`src/rtl/pinpad_pkg.sv`:
```
// Shared types and helpers for the pinpad keypad scanner.
// Latency: n/a (types, constants and pure functions only).
// Backpressure: n/a.
// Contents: scan_state_t, key code constants, column/row idle patterns,
// one-cold helpers and the 4x4 key code lookup.
package pinpad_pkg;

  typedef enum logic [2:0] {
    ST_IDLE      = 3'd0,
    ST_SCAN      = 3'd1,
    ST_DEB_PRESS = 3'd2,
    ST_WAIT_REL  = 3'd3,
    ST_DONE      = 3'd4
  } scan_state_t;

  localparam logic [3:0] KEY_STAR     = 4'd14;
  localparam logic [3:0] KEY_HASH     = 4'd15;
  localparam logic [3:0] COL_IDLE     = 4'b1111;
  // Rows are pulled up externally, so an unpressed pad reads all ones.
  localparam logic [3:0] ROW_RELEASED = 4'b1111;

  // True when exactly one bit of an active-low vector is asserted.
  function automatic logic is_one_cold(input logic [3:0] v);
    case (v)
      4'b1110, 4'b1101, 4'b1011, 4'b0111: return 1'b1;
      default:                            return 1'b0;
    endcase
  endfunction

  // Index of the single low bit; only meaningful when is_one_cold(v).
  function automatic logic [1:0] cold_index(input logic [3:0] v);
    case (v)
      4'b1101: return 2'd1;
      4'b1011: return 2'd2;
      4'b0111: return 2'd3;
      default: return 2'd0;
    endcase
  endfunction

  // Physical layout:  1 2 3 A / 4 5 6 B / 7 8 9 C / * 0 # D
  function automatic logic [3:0] key_code(input logic [1:0] r, input logic [1:0] c);
    case ({r, c})
      4'h0: return 4'd1;
      4'h1: return 4'd2;
      4'h2: return 4'd3;
      4'h3: return 4'd10;
      4'h4: return 4'd4;
      4'h5: return 4'd5;
      4'h6: return 4'd6;
      4'h7: return 4'd11;
      4'h8: return 4'd7;
      4'h9: return 4'd8;
      4'hA: return 4'd9;
      4'hB: return 4'd12;
      4'hC: return KEY_STAR;
      4'hD: return 4'd0;
      4'hE: return KEY_HASH;
      default: return 4'd13;
    endcase
  endfunction

endpackage

```
`src/rtl/pinpad_row_sync.sv`:
```
// Two-flop synchronizer for the asynchronous, active-low keypad rows.
// Latency: 2 clk_50 cycles from row to row_s.
// Backpressure: none; free-running.
// Ports: clk_50, reset (sync, active-high), row[3:0] in, row_s[3:0] out.
module pinpad_row_sync
  import pinpad_pkg::*;
(
  input  logic       clk_50,
  input  logic       reset,
  input  logic [3:0] row,
  output logic [3:0] row_s
);

  logic [3:0] row_meta;

  // Reset to the released pattern so nothing looks pressed out of reset.
  always_ff @(posedge clk_50) begin
    if (reset) begin
      row_meta <= ROW_RELEASED;
      row_s    <= ROW_RELEASED;
    end else begin
      row_meta <= row;
      row_s    <= row_meta;
    end
  end

endmodule

```
`src/rtl/pinpad_keypad_scanner.sv`:
```
// 4x4 keypad scanner with press/release debounce; returns one key code per request.
// Latency: done pulses DEBOUNCE_TICKS+1 cycles after the synchronized rows go idle.
// Backpressure: none; req is a level sampled in IDLE/SCAN, done is a 1-cycle pulse.
// Ports: clk_50, reset (sync, active-high), req, row[3:0] (async, active-low),
//        column[3:0] (active-low one-cold drive), num[3:0] (key code), done.
module pinpad_keypad_scanner
  import pinpad_pkg::*;
#(
  parameter int SCAN_TICKS     = 2500,
  parameter int DEBOUNCE_TICKS = 500000
) (
  input  logic       clk_50,
  input  logic       reset,
  input  logic       req,
  input  logic [3:0] row,
  output logic [3:0] column,
  output logic [3:0] num,
  output logic       done
);

  localparam int DWELL_W = $clog2(SCAN_TICKS);
  localparam int STAB_W  = $clog2(DEBOUNCE_TICKS + 1);

  localparam logic [DWELL_W-1:0] DWELL_LAST = DWELL_W'(SCAN_TICKS - 1);
  // Press: DEBOUNCE_TICKS matching cycles after capture, exit on the last one.
  localparam logic [STAB_W-1:0]  PRESS_LAST = STAB_W'(DEBOUNCE_TICKS - 1);
  // Release: count up to DEBOUNCE_TICKS, then exit, so done lands
  // DEBOUNCE_TICKS+1 cycles after the first idle row_s cycle.
  localparam logic [STAB_W-1:0]  REL_LAST   = STAB_W'(DEBOUNCE_TICKS);

  logic [3:0] row_s;

  pinpad_row_sync u_row_sync (
    .clk_50 (clk_50),
    .reset  (reset),
    .row    (row),
    .row_s  (row_s)
  );

  scan_state_t        state, state_nxt;
  logic [1:0]         col_idx, col_nxt;
  logic [DWELL_W-1:0] dwell_cnt, dwell_nxt;
  logic [STAB_W-1:0]  stab_cnt, stab_nxt;
  logic [3:0]         cap_pat, cap_pat_nxt;
  logic [3:0]         cap_code, cap_code_nxt;
  logic [3:0]         column_nxt;

  always_comb begin
    state_nxt    = state;
    col_nxt      = col_idx;
    dwell_nxt    = dwell_cnt;
    stab_nxt     = stab_cnt;
    cap_pat_nxt  = cap_pat;
    cap_code_nxt = cap_code;

    case (state)
      ST_IDLE: begin
        if (req) begin
          state_nxt = ST_SCAN;
          col_nxt   = 2'd0;
          dwell_nxt = '0;
          stab_nxt  = '0;
        end
      end

      ST_SCAN: begin
        if (!req) begin
          state_nxt = ST_IDLE;
          dwell_nxt = '0;
        end else if (dwell_cnt == DWELL_LAST) begin
          dwell_nxt = '0;
          // Ghosting or multi-key presses show up as several low rows; skip them.
          if (is_one_cold(row_s)) begin
            state_nxt    = ST_DEB_PRESS;
            cap_pat_nxt  = row_s;
            cap_code_nxt = key_code(cold_index(row_s), col_idx);
            stab_nxt     = '0;
          end else begin
            col_nxt = col_idx + 2'd1;
          end
        end else begin
          dwell_nxt = dwell_cnt + DWELL_W'(1);
        end
      end

      ST_DEB_PRESS: begin
        if (row_s != cap_pat) begin
          state_nxt = ST_SCAN;
          col_nxt   = col_idx + 2'd1;
          dwell_nxt = '0;
          stab_nxt  = '0;
        end else if (stab_cnt == PRESS_LAST) begin
          state_nxt = ST_WAIT_REL;
          stab_nxt  = '0;
        end else begin
          stab_nxt = stab_cnt + STAB_W'(1);
        end
      end

      ST_WAIT_REL: begin
        if (row_s != ROW_RELEASED) begin
          stab_nxt = '0;
        end else if (stab_cnt == REL_LAST) begin
          state_nxt = ST_DONE;
          stab_nxt  = '0;
        end else begin
          stab_nxt = stab_cnt + STAB_W'(1);
        end
      end

      ST_DONE: begin
        state_nxt = ST_IDLE;
      end

      default: begin
        state_nxt = ST_IDLE;
        dwell_nxt = '0;
        stab_nxt  = '0;
      end
    endcase

    // Column lines are registered from the next state so the pad never sees glitches.
    case (state_nxt)
      ST_SCAN, ST_DEB_PRESS, ST_WAIT_REL: column_nxt = ~(4'b0001 << col_nxt);
      default:                            column_nxt = COL_IDLE;
    endcase
  end

  always_ff @(posedge clk_50) begin
    if (reset) begin
      state     <= ST_IDLE;
      col_idx   <= 2'd0;
      dwell_cnt <= '0;
      stab_cnt  <= '0;
      cap_pat   <= ROW_RELEASED;
      cap_code  <= 4'hF;
      column    <= COL_IDLE;
      num       <= 4'hF;
      done      <= 1'b0;
    end else begin
      state     <= state_nxt;
      col_idx   <= col_nxt;
      dwell_cnt <= dwell_nxt;
      stab_cnt  <= stab_nxt;
      cap_pat   <= cap_pat_nxt;
      cap_code  <= cap_code_nxt;
      column    <= column_nxt;
      done      <= (state_nxt == ST_DONE);
      // num changes together with done so it is already valid in the pulse cycle.
      if (state_nxt == ST_DONE) begin
        num <= cap_code_nxt;
      end
    end
  end

endmodule
```
`config.mk`:
```
export PLATFORM = sky130hd
export DESIGN_NAME = pinpad_keypad_scanner
export DESIGN_NICKNAME = d
export VERILOG_FILES = /design/src/rtl/pinpad_pkg.sv /design/src/rtl/pinpad_row_sync.sv /design/src/rtl/pinpad_keypad_scanner.sv
export SDC_FILE = /design/constraint.sdc
export NUM_CORES = 1
export LEC_CHECK = 0
export CAP_MARGIN = 0
export CORE_MARGIN = 2
export CORE_UTILIZATION = 50
export CTS_CLUSTER_DIAMETER = 50
export DETAILED_ROUTE_END_ITERATION = 8
export PLACE_DENSITY = 0.68
export SLEW_MARGIN = 15
export SYNTH_ARGS = -nofsm -noshare
export SYNTH_HDL_FRONTEND = slang
export SYNTH_SLANG_ARGS = --single-unit
```
`constraint.sdc`:
```
create_clock -name clk_50 -period 3.9 [get_ports clk_50]
set_input_delay 0.78 -clock clk_50 [delete_from_list [all_inputs] [get_ports clk_50]]
set_output_delay 0.78 -clock clk_50 [all_outputs]
set_load 0.02 [all_outputs]
```
==> results of run 1 <==
cell usage in the layout (no fill, tap or decap), types with 2 or more instances in the layout:
cell,synthesis,final
nand4_1,11,11
nor3_1,6,6
nor4_1,2,2
clkdlybuf4s50_1,0,15
and4_1,2,2
mux2i_1,8,8
dfxtp_1,61,61
a31oi_1,4,4
inv_1,8,8
mux2_2,2,2
xnor2_1,10,10
and3_1,11,11
nand2_1,30,30
or3b_2,2,2
nor3b_1,3,3
xor2_1,21,21
nor2_1,40,40
ha_1,7,7
and2_1,7,7
a31o_2,4,4
clkinv_4,0,2
nand2b_1,6,6
or2_2,9,9
a21oi_1,13,13
a311oi_1,4,4
o21ai_0,3,3
nand4b_1,2,2
a41oi_1,3,3
a21bo_2,2,2
or3_2,2,2
clkbuf_8,0,10
inv_6,0,2
nand3_1,21,21
o211a_1,2,2
and2b_2,2,2
metal layers:
metal  share of wire  vias up
met1            0.50     1099
met4           0.018        0
met2            0.43       59
met3           0.052        9
li1                -     1234
met5               0        -
synthesized netlist by cell type (8+ instances only):
cell type   n
dfxtp_1    61
nor2_1     40
nand2_1    30
nand3_1    21
xor2_1     21
a21oi_1    13
and3_1     11
nand4_1    11
clkbuf_1   10
xnor2_1    10
or2_2       9
inv_1       8
mux2i_1     8
sequential cells by signal, summed over array words and instances, names as in the netlist:
name	flops
dwell_cnt	12
state	3
col_idx	2
num	4
u_row_sync.row_s	4
u_row_sync.row_meta	4
cap_code	4
done	1
stab_cnt	19
column	4
cap_pat	4
metrics by stage:
stage / worst slack [ns] / power, mW / util / instances
after global placement: 1.074 / 0.7247 / 0.5425 / 420
final: 1.308 / 1.294 / 0.5778 / 436
after floorplan: 1.725 / 0.7062 / - / 347
after CTS: 1.309 / 1.310 / 0.5778 / 436
after detailed placement: 1.044 / 0.7253 / 0.5425 / 420
after global routing: 1.060 / 1.350 / 0.5778 / 436
worst max-delay path by stage:
stage	start	end	slack [ns]	cells past startpoint
after floorplan	dwell_cnt[0]$_SDFFE_PP0P_	column[3]$_SDFF_PP1_	1.73	8
after global placement	req	column[0]$_SDFF_PP1_	1.07	6
after detailed placement	req	column[3]$_SDFF_PP1_	1.04	5
after CTS	dwell_cnt[0]$_SDFFE_PP0P_	stab_cnt[2]$_SDFFE_PP0P_	1.31	7
after global routing	dwell_cnt[0]$_SDFFE_PP0P_	stab_cnt[0]$_SDFFE_PP0P_	1.06	7
final	dwell_cnt[0]$_SDFFE_PP0P_	stab_cnt[2]$_SDFFE_PP0P_	1.31	7
cell type report:
cell class                      count  area (um2)
Clock buffer                       10       137.6
Inverter                            8       30.03
Sequential cell                    61        1221
Tap cell                           75       93.84
Timing Repair Buffer               16       157.7
Clock inverter                      6       70.07
Fill cell                         520        2485
Multi-Input combinational cell    260        1690
cells by family (layout without fill, tap and decap cells):
group,count (synthesis),count (layout),synth area share
muxes,10,10,0.03393
AOI/OAI and AO/OA,47,47,0.1187
and+or+nand+nor,165,165,0.2876
xor gates and xnor gates,31,31,0.08978
adders and majority gates,7,7,0.02896
DFF,61,61,0.4038
buffers and inverters,26,40,0.03724
power groups by stage:
stage	sequential, mW	clock, mW	combinational, mW
CTS	0.637	0.599	0.0742
global route	0.638	0.630	0.0822
detailed placement	0.651	0	0.0738
global placement	0.651	0	0.0734
floorplan	0.647	0	0.0588
finish	0.637	0.582	0.0743
worst reg2reg max path, delay by kind of cell (launching register included):
kind	cells	cell delay (ns)
DFF	1	0.37
AOI/OAI and AO/OA	2	0.84
adders and majority gates	1	0.28
and+or+nand+nor	4	0.97
==> reports/metrics.json, run 1 <==
{
  "run_status": {
    "outcome": "complete, no violations"
  },
  "routing": {
    "drt_pre_antenna_iters": 7,
    "routed-via-count": 2401,
    "post_drt_wl_per_cell_um": 13.39,
    "drc": 0,
    "antenna_violating_nets_post_route": 0,
    "drt-initial-drc-count": 169,
    "detail_route.vias_per_cell": 5.507,
    "finalWirelength_um": 5837
  },
  "worst_setup_path": {
    "cp_top_family": "simple AND/OR/NAND/NOR gates",
    "crit_path_max_incr_delay_ns": 0.43,
    "arrival_ns": 2.81,
    "critPathKind": "flop to flop",
    "worstPathRequired_ns": 4.12,
    "worstSetupEndpointType": "flop",
    "timing.critical_path.slowest_stage_cell": "o21ai_4",
    "cp.buffers_inverters": 0,
    "startpoint_type": "flop",
    "regToRegSetupSlack_ns": 1.31,
    "reg2reg_depth": 7,
    "timing.critical_path.fanout_max": 16,
    "r2r-end": "stab_cnt[2]$_SDFFE_PP0P_",
    "timing.critical_path.cells": "ha_1 > nor4b_1 > and4_1 > a31o_2 > nand2_2 > o21ai_4 > nor2_1",
    "regToRegStartpoint": "dwell_cnt[0]$_SDFFE_PP0P_"
  },
  "clocking": {
    "holdBufCountCts": 0,
    "postCtsSetupBuffers": 0,
    "clkTransAtPathRegs_ns": 0.07,
    "cts_tree": "done",
    "worst_skew_pair.late_latency_ns": 0.35,
    "h-tree-depth": 3,
    "cts-buffers-inserted": 9,
    "tritoncts_num_sinks": 61,
    "clockBufferDepth": 2,
    "cts_resized": 0,
    "clk_root_buffer_cell": "clkbuf_8"
  },
  "sta": {
    "hold_slack_ns": 0.4121,
    "tns_ns": 0,
    "worst_slew_margin_rel": 0.6298,
    "period_minus_slack_ns": 2.592,
    "drv_slew": 0,
    "grt_setup_unrepaired": "no",
    "final-setup-viol-count": 0,
    "clock.fmax_mhz": 385.8,
    "final.period_utilization": 0.6647,
    "timing_worst_slew_pin_value_ns": 0.5553,
    "finClkSkew_ns": 0.01143,
    "finalHoldViolCount": 0
  },
  "global_routing": {
    "first_global_vias": 2220,
    "maximum_number_of_pins_on_one_net_before_global_route_repair": 23,
    "grt_usage": 0.1974,
    "grt.met1_usage": 0.2558,
    "initial_antenna_violation_count": 0,
    "grt_util_met2": 0.2902,
    "use_met3": 0.06703,
    "grt_pass1_wl_um": 9977,
    "globalRoute.totalOverflow": 0,
    "grt.busiest_layer": "met2"
  },
  "synthesis": {
    "mappedNetlistNets": 361,
    "syn_area_per_cell_um2": 8.715,
    "postSynthRegisterBits": 61,
    "post-synth-top-area-fraction": 0.4038,
    "synth_async_sr_flop_share": 0,
    "ys_types": 56,
    "mappedNetlistArea_um2": 3024,
    "synth.yosys.seq_area_share": 0.4038,
    "post_synth_inst_count": 347,
    "most_area_hungry_cell_type_in_the_yosys_netlist": "dfxtp_1",
    "synth_enable_flop_cells": 0,
    "ys_dominant_reg_cell": "dfxtp_1",
    "synth_top_cells_by_area": "dfxtp_1 40%, xor2_1 6.1%, nor2_1 5.0%",
    "number_of_warning_messages_in_the_yosys_log": 0
  },
  "floorplanning": {
    "io_pins": 16,
    "die-width_um": 81.77,
    "floorplan.initialDensity": 0.5138,
    "die_height_um": 81.77,
    "die_area_um2": 6686,
    "floorplan.core_area_um2": 5886,
    "number_of_rows_in_the_core_area": 28
  },
  "power_and_ir_drop": {
    "p_comb_frac": 0.057,
    "swShare": 0.2451,
    "cell_internal_pwr_uw": 976.6,
    "cellLeakagePower_nw": 1.248,
    "net_sw_power_uw": 317.2,
    "pwr-share-seq": 0.493,
    "clkPwrFrac": 0.450,
    "worst_ir_drop_vdd_uv": 255.8,
    "power.density_nw_per_um2": 380.4
  },
  "min_path": {
    "hold_path_depth": 1,
    "worstHoldStart": "u_row_sync.row_meta[1]$_SDFF_PP1_",
    "min_delay_worst_endpoint": "u_row_sync.row_s[1]$_SDFF_PP1_",
    "hp-class": "flop to flop"
  },
  "place": {
    "detailed_placement_hpwl_um": 3967,
    "globalplace.congestion": 0.8745,
    "io_buffers": 15,
    "place_area_um2": 3193
  },
  "final_layout": {
    "finalNetCount": 370,
    "post-route-cell-area_um2": 3401,
    "antenna_diode_count": 0,
    "area.growth.synth_to_final_pct": 12.45,
    "drive_above_1_share": 0.1302
  },
  "job": {
    "timing.max_cap.violations": 0
  }
}
Power figures use the tool's default switching activity.
==> inputs of run 2 (changes only) <==
Settings changed: PLACE_DENSITY 0.68 to 0.71.
Clock period 3.9 ns to 2.36 ns, I/O delays scaled along.
==> reports/metrics.json, run 2 (synthesis results as in run 1) <==
{
  "final_layout": {
    "area.growth.synth_to_final_pct": 15.31,
    "seq_area_um2": 1221,
    "largest_register": "stab_cnt",
    "top_regs": "stab_cnt: 19 flops, dwell_cnt: 12 flops",
    "drive_above_1_share": 0.1662,
    "largest_register_ffs": 19,
    "multi_input_area_um2": 1708,
    "layout.filler_cells": 527,
    "most-common-layout-cells": "61 x dfxtp_1, 40 x nor2_1, 30 x nand2_1, 21 x nand3_1, 21 x xor2_1",
    "post-route-cell-area_um2": 3487,
    "mostFrequentLayoutCell": "dfxtp_1",
    "antenna_diode_count": 0,
    "finalNetCount": 383
  },
  "sta": {
    "period_minus_slack_ns": 2.262,
    "finClkSkew_ns": 0.007752,
    "clock.fmax_mhz": 442.0,
    "final.period_utilization": 0.9586,
    "grt_setup_unrepaired": "no",
    "finalHoldViolCount": 0,
    "tns_ns": 0,
    "worst_slew_margin_rel": 0.6988,
    "drv_slew": 0,
    "timing_worst_slew_pin_value_ns": 0.4513,
    "final-setup-viol-count": 0
  },
  "global_routing": {
    "initial_antenna_violation_count": 0,
    "globalRoute.totalOverflow": 0,
    "grt_usage": 0.2082,
    "first_global_vias": 2417,
    "grt_pass1_wl_um": 10620,
    "maximum_number_of_pins_on_one_net_before_global_route_repair": 22
  },
  "worst_setup_path": {
    "timing.critical_path.cells": "nor4_2 > nand4_1 > or4_4 > a22o_4 > o21ai_4 > buf_12 > a311oi_1",
    "critPathKind": "flop to flop",
    "worstSetupEndpointType": "flop",
    "reg2reg_depth": 7,
    "worstPathRequired_ns": 2.56,
    "startpoint_type": "flop",
    "crit_path_max_incr_delay_ns": 0.58,
    "cp_top_family": "simple AND/OR/NAND/NOR gates",
    "regToRegStartpoint": "stab_cnt[7]$_SDFFE_PP0P_",
    "r2r-end": "stab_cnt[16]$_SDFFE_PP0P_",
    "timing.critical_path.slowest_stage_cell": "or4_4",
    "timing.critical_path.fanout_max": 16,
    "cp.buffers_inverters": 1,
    "arrival_ns": 2.46,
    "regToRegSetupSlack_ns": 0.1
  },
  "place": {
    "detailed_placement_hpwl_um": 4348,
    "globalplace.congestion": 0.8550,
    "place_area_um2": 3303,
    "io_buffers": 15
  },
  "routing": {
    "finalWirelength_um": 6093,
    "drc": 0,
    "drt_pre_antenna_iters": 5,
    "routed-via-count": 2467,
    "antenna_violating_nets_post_route": 0,
    "post_drt_wl_per_cell_um": 13.60,
    "drt-initial-drc-count": 150,
    "detail_route.vias_per_cell": 5.507
  },
  "min_path": {
    "hp-class": "flop to flop",
    "hold_path_depth": 1,
    "worstHoldStart": "u_row_sync.row_meta[3]$_SDFF_PP1_",
    "min_delay_worst_endpoint": "u_row_sync.row_s[3]$_SDFF_PP1_"
  },
  "clocking": {
    "worst_skew_pair.late_latency_ns": 0.33,
    "cts-buffers-inserted": 9,
    "clk_root_buffer_cell": "clkbuf_8",
    "h-tree-depth": 3,
    "tritoncts_num_sinks": 61,
    "clockBufferDepth": 2,
    "holdBufCountCts": 0,
    "cts_tree": "done",
    "clkTransAtPathRegs_ns": 0.06
  },
  "floorplanning": {
    "floorplan.core_area_um2": 5886,
    "die-width_um": 81.77,
    "die_height_um": 81.77,
    "floorplan.initialDensity": 0.5138,
    "io_pins": 16,
    "number_of_rows_in_the_core_area": 28,
    "die_area_um2": 6686
  },
  "run_status": {
    "outcome": "complete, no violations"
  },
  "power_and_ir_drop": {
    "cellLeakagePower_nw": 1.297,
    "power.total_mw": 1.987,
    "worst_ir_drop_vdd_uv": 302.0,
    "power.density_nw_per_um2": 569.8
  },
  "job": {
    "timing.max_cap.violations": 0
  }
}
## run 2: cell types whose count changed in the layout (fill, tap and decap cells not counted), moves of 2 or more
cell        before  now
buf_4            1   13
clkinv_4         2    0
clkinvlp_4       0    2
inv_6            2    0
## run 2: repair_timing
action	CTS	global route
endpoints found under the hold margin	0	0
gates resized for setup	0	5
buffers inserted	0	0
setup endpoints to repair	0	11
## run 2: area by class of cell
type | instances | share of cell area
multi-input cells | 260 | 0.4898
flip-flops and latches | 61 | 0.3502
repair buffers | 29 | 0.07679
clock buffers | 11 | 0.04055
well taps | 75 | 0.02691
inverters | 8 | 0.008611
clock inverters | 4 | 0.007176
## run 2: report_power, final
group          internal [mW]  total [mW]  switching (mW)  leakage, nW
registers               1.04        1.05          0.0112        0.495
clock network          0.400       0.799           0.399       0.0812
logic                 0.0583       0.136          0.0774        0.721
total                   1.50        1.99           0.488         1.30
## run 2: metrics by stage
| stage | hold WS, ns | util | std cells | setup slack (ns) |
|---|---|---|---|---|
| 3_3_place_gp | 0.3917 | 0.5612 | 433 | 0.07830 |
| 2_1_floorplan | 0.3895 | - | 347 | 0.1850 |
| 5_1_grt | 0.4208 | 0.5925 | 448 | 0.0009377 |
| 4_1_cts | 0.4108 | 0.5895 | 448 | 0.09197 |
| 6_report | 0.4085 | 0.5925 | 448 | 0.09768 |
| 3_5_place_dp | 0.3957 | 0.5612 | 433 | 0.05233 |
## run 2: worst max path at each step
stage	startpoint	endpoint	slack, ns	cells after the start
final	stab_cnt[7]$_SDFFE_PP0P_	stab_cnt[16]$_SDFFE_PP0P_	0.1	7
after CTS	stab_cnt[7]$_SDFFE_PP0P_	stab_cnt[16]$_SDFFE_PP0P_	0.09	7
after global placement	req	column[3]$_SDFF_PP1_	0.08	6
after global routing	state[1]$_SDFF_PP0_	column[3]$_SDFF_PP1_	0.0009	6
after detailed placement	req	stab_cnt[16]$_SDFFE_PP0P_	0.05	6
after floorplan	dwell_cnt[0]$_SDFFE_PP0P_	column[3]$_SDFF_PP1_	0.19	8
## run 2: per-layer routing
metal / global-route usage / part of all wire / vias up / wire length, um
met5: 0 / 0 / - / 0
met4: 0.07833 / 0.0098 / 0 / 60
met3: 0.05604 / 0.040 / 4 / 241
met2: 0.3407 / 0.46 / 44 / 2824
met1: 0.2614 / 0.49 / 1169 / 2966
li1: - / - / 1250 / -
==> inputs of run 3 (changes only) <==
Settings changed: GPL_ROUTABILITY_DRIVEN set to 0.
==> results of run 3 <==
Same layout as run 2: the final DEF is identical, and so are final timing and power.
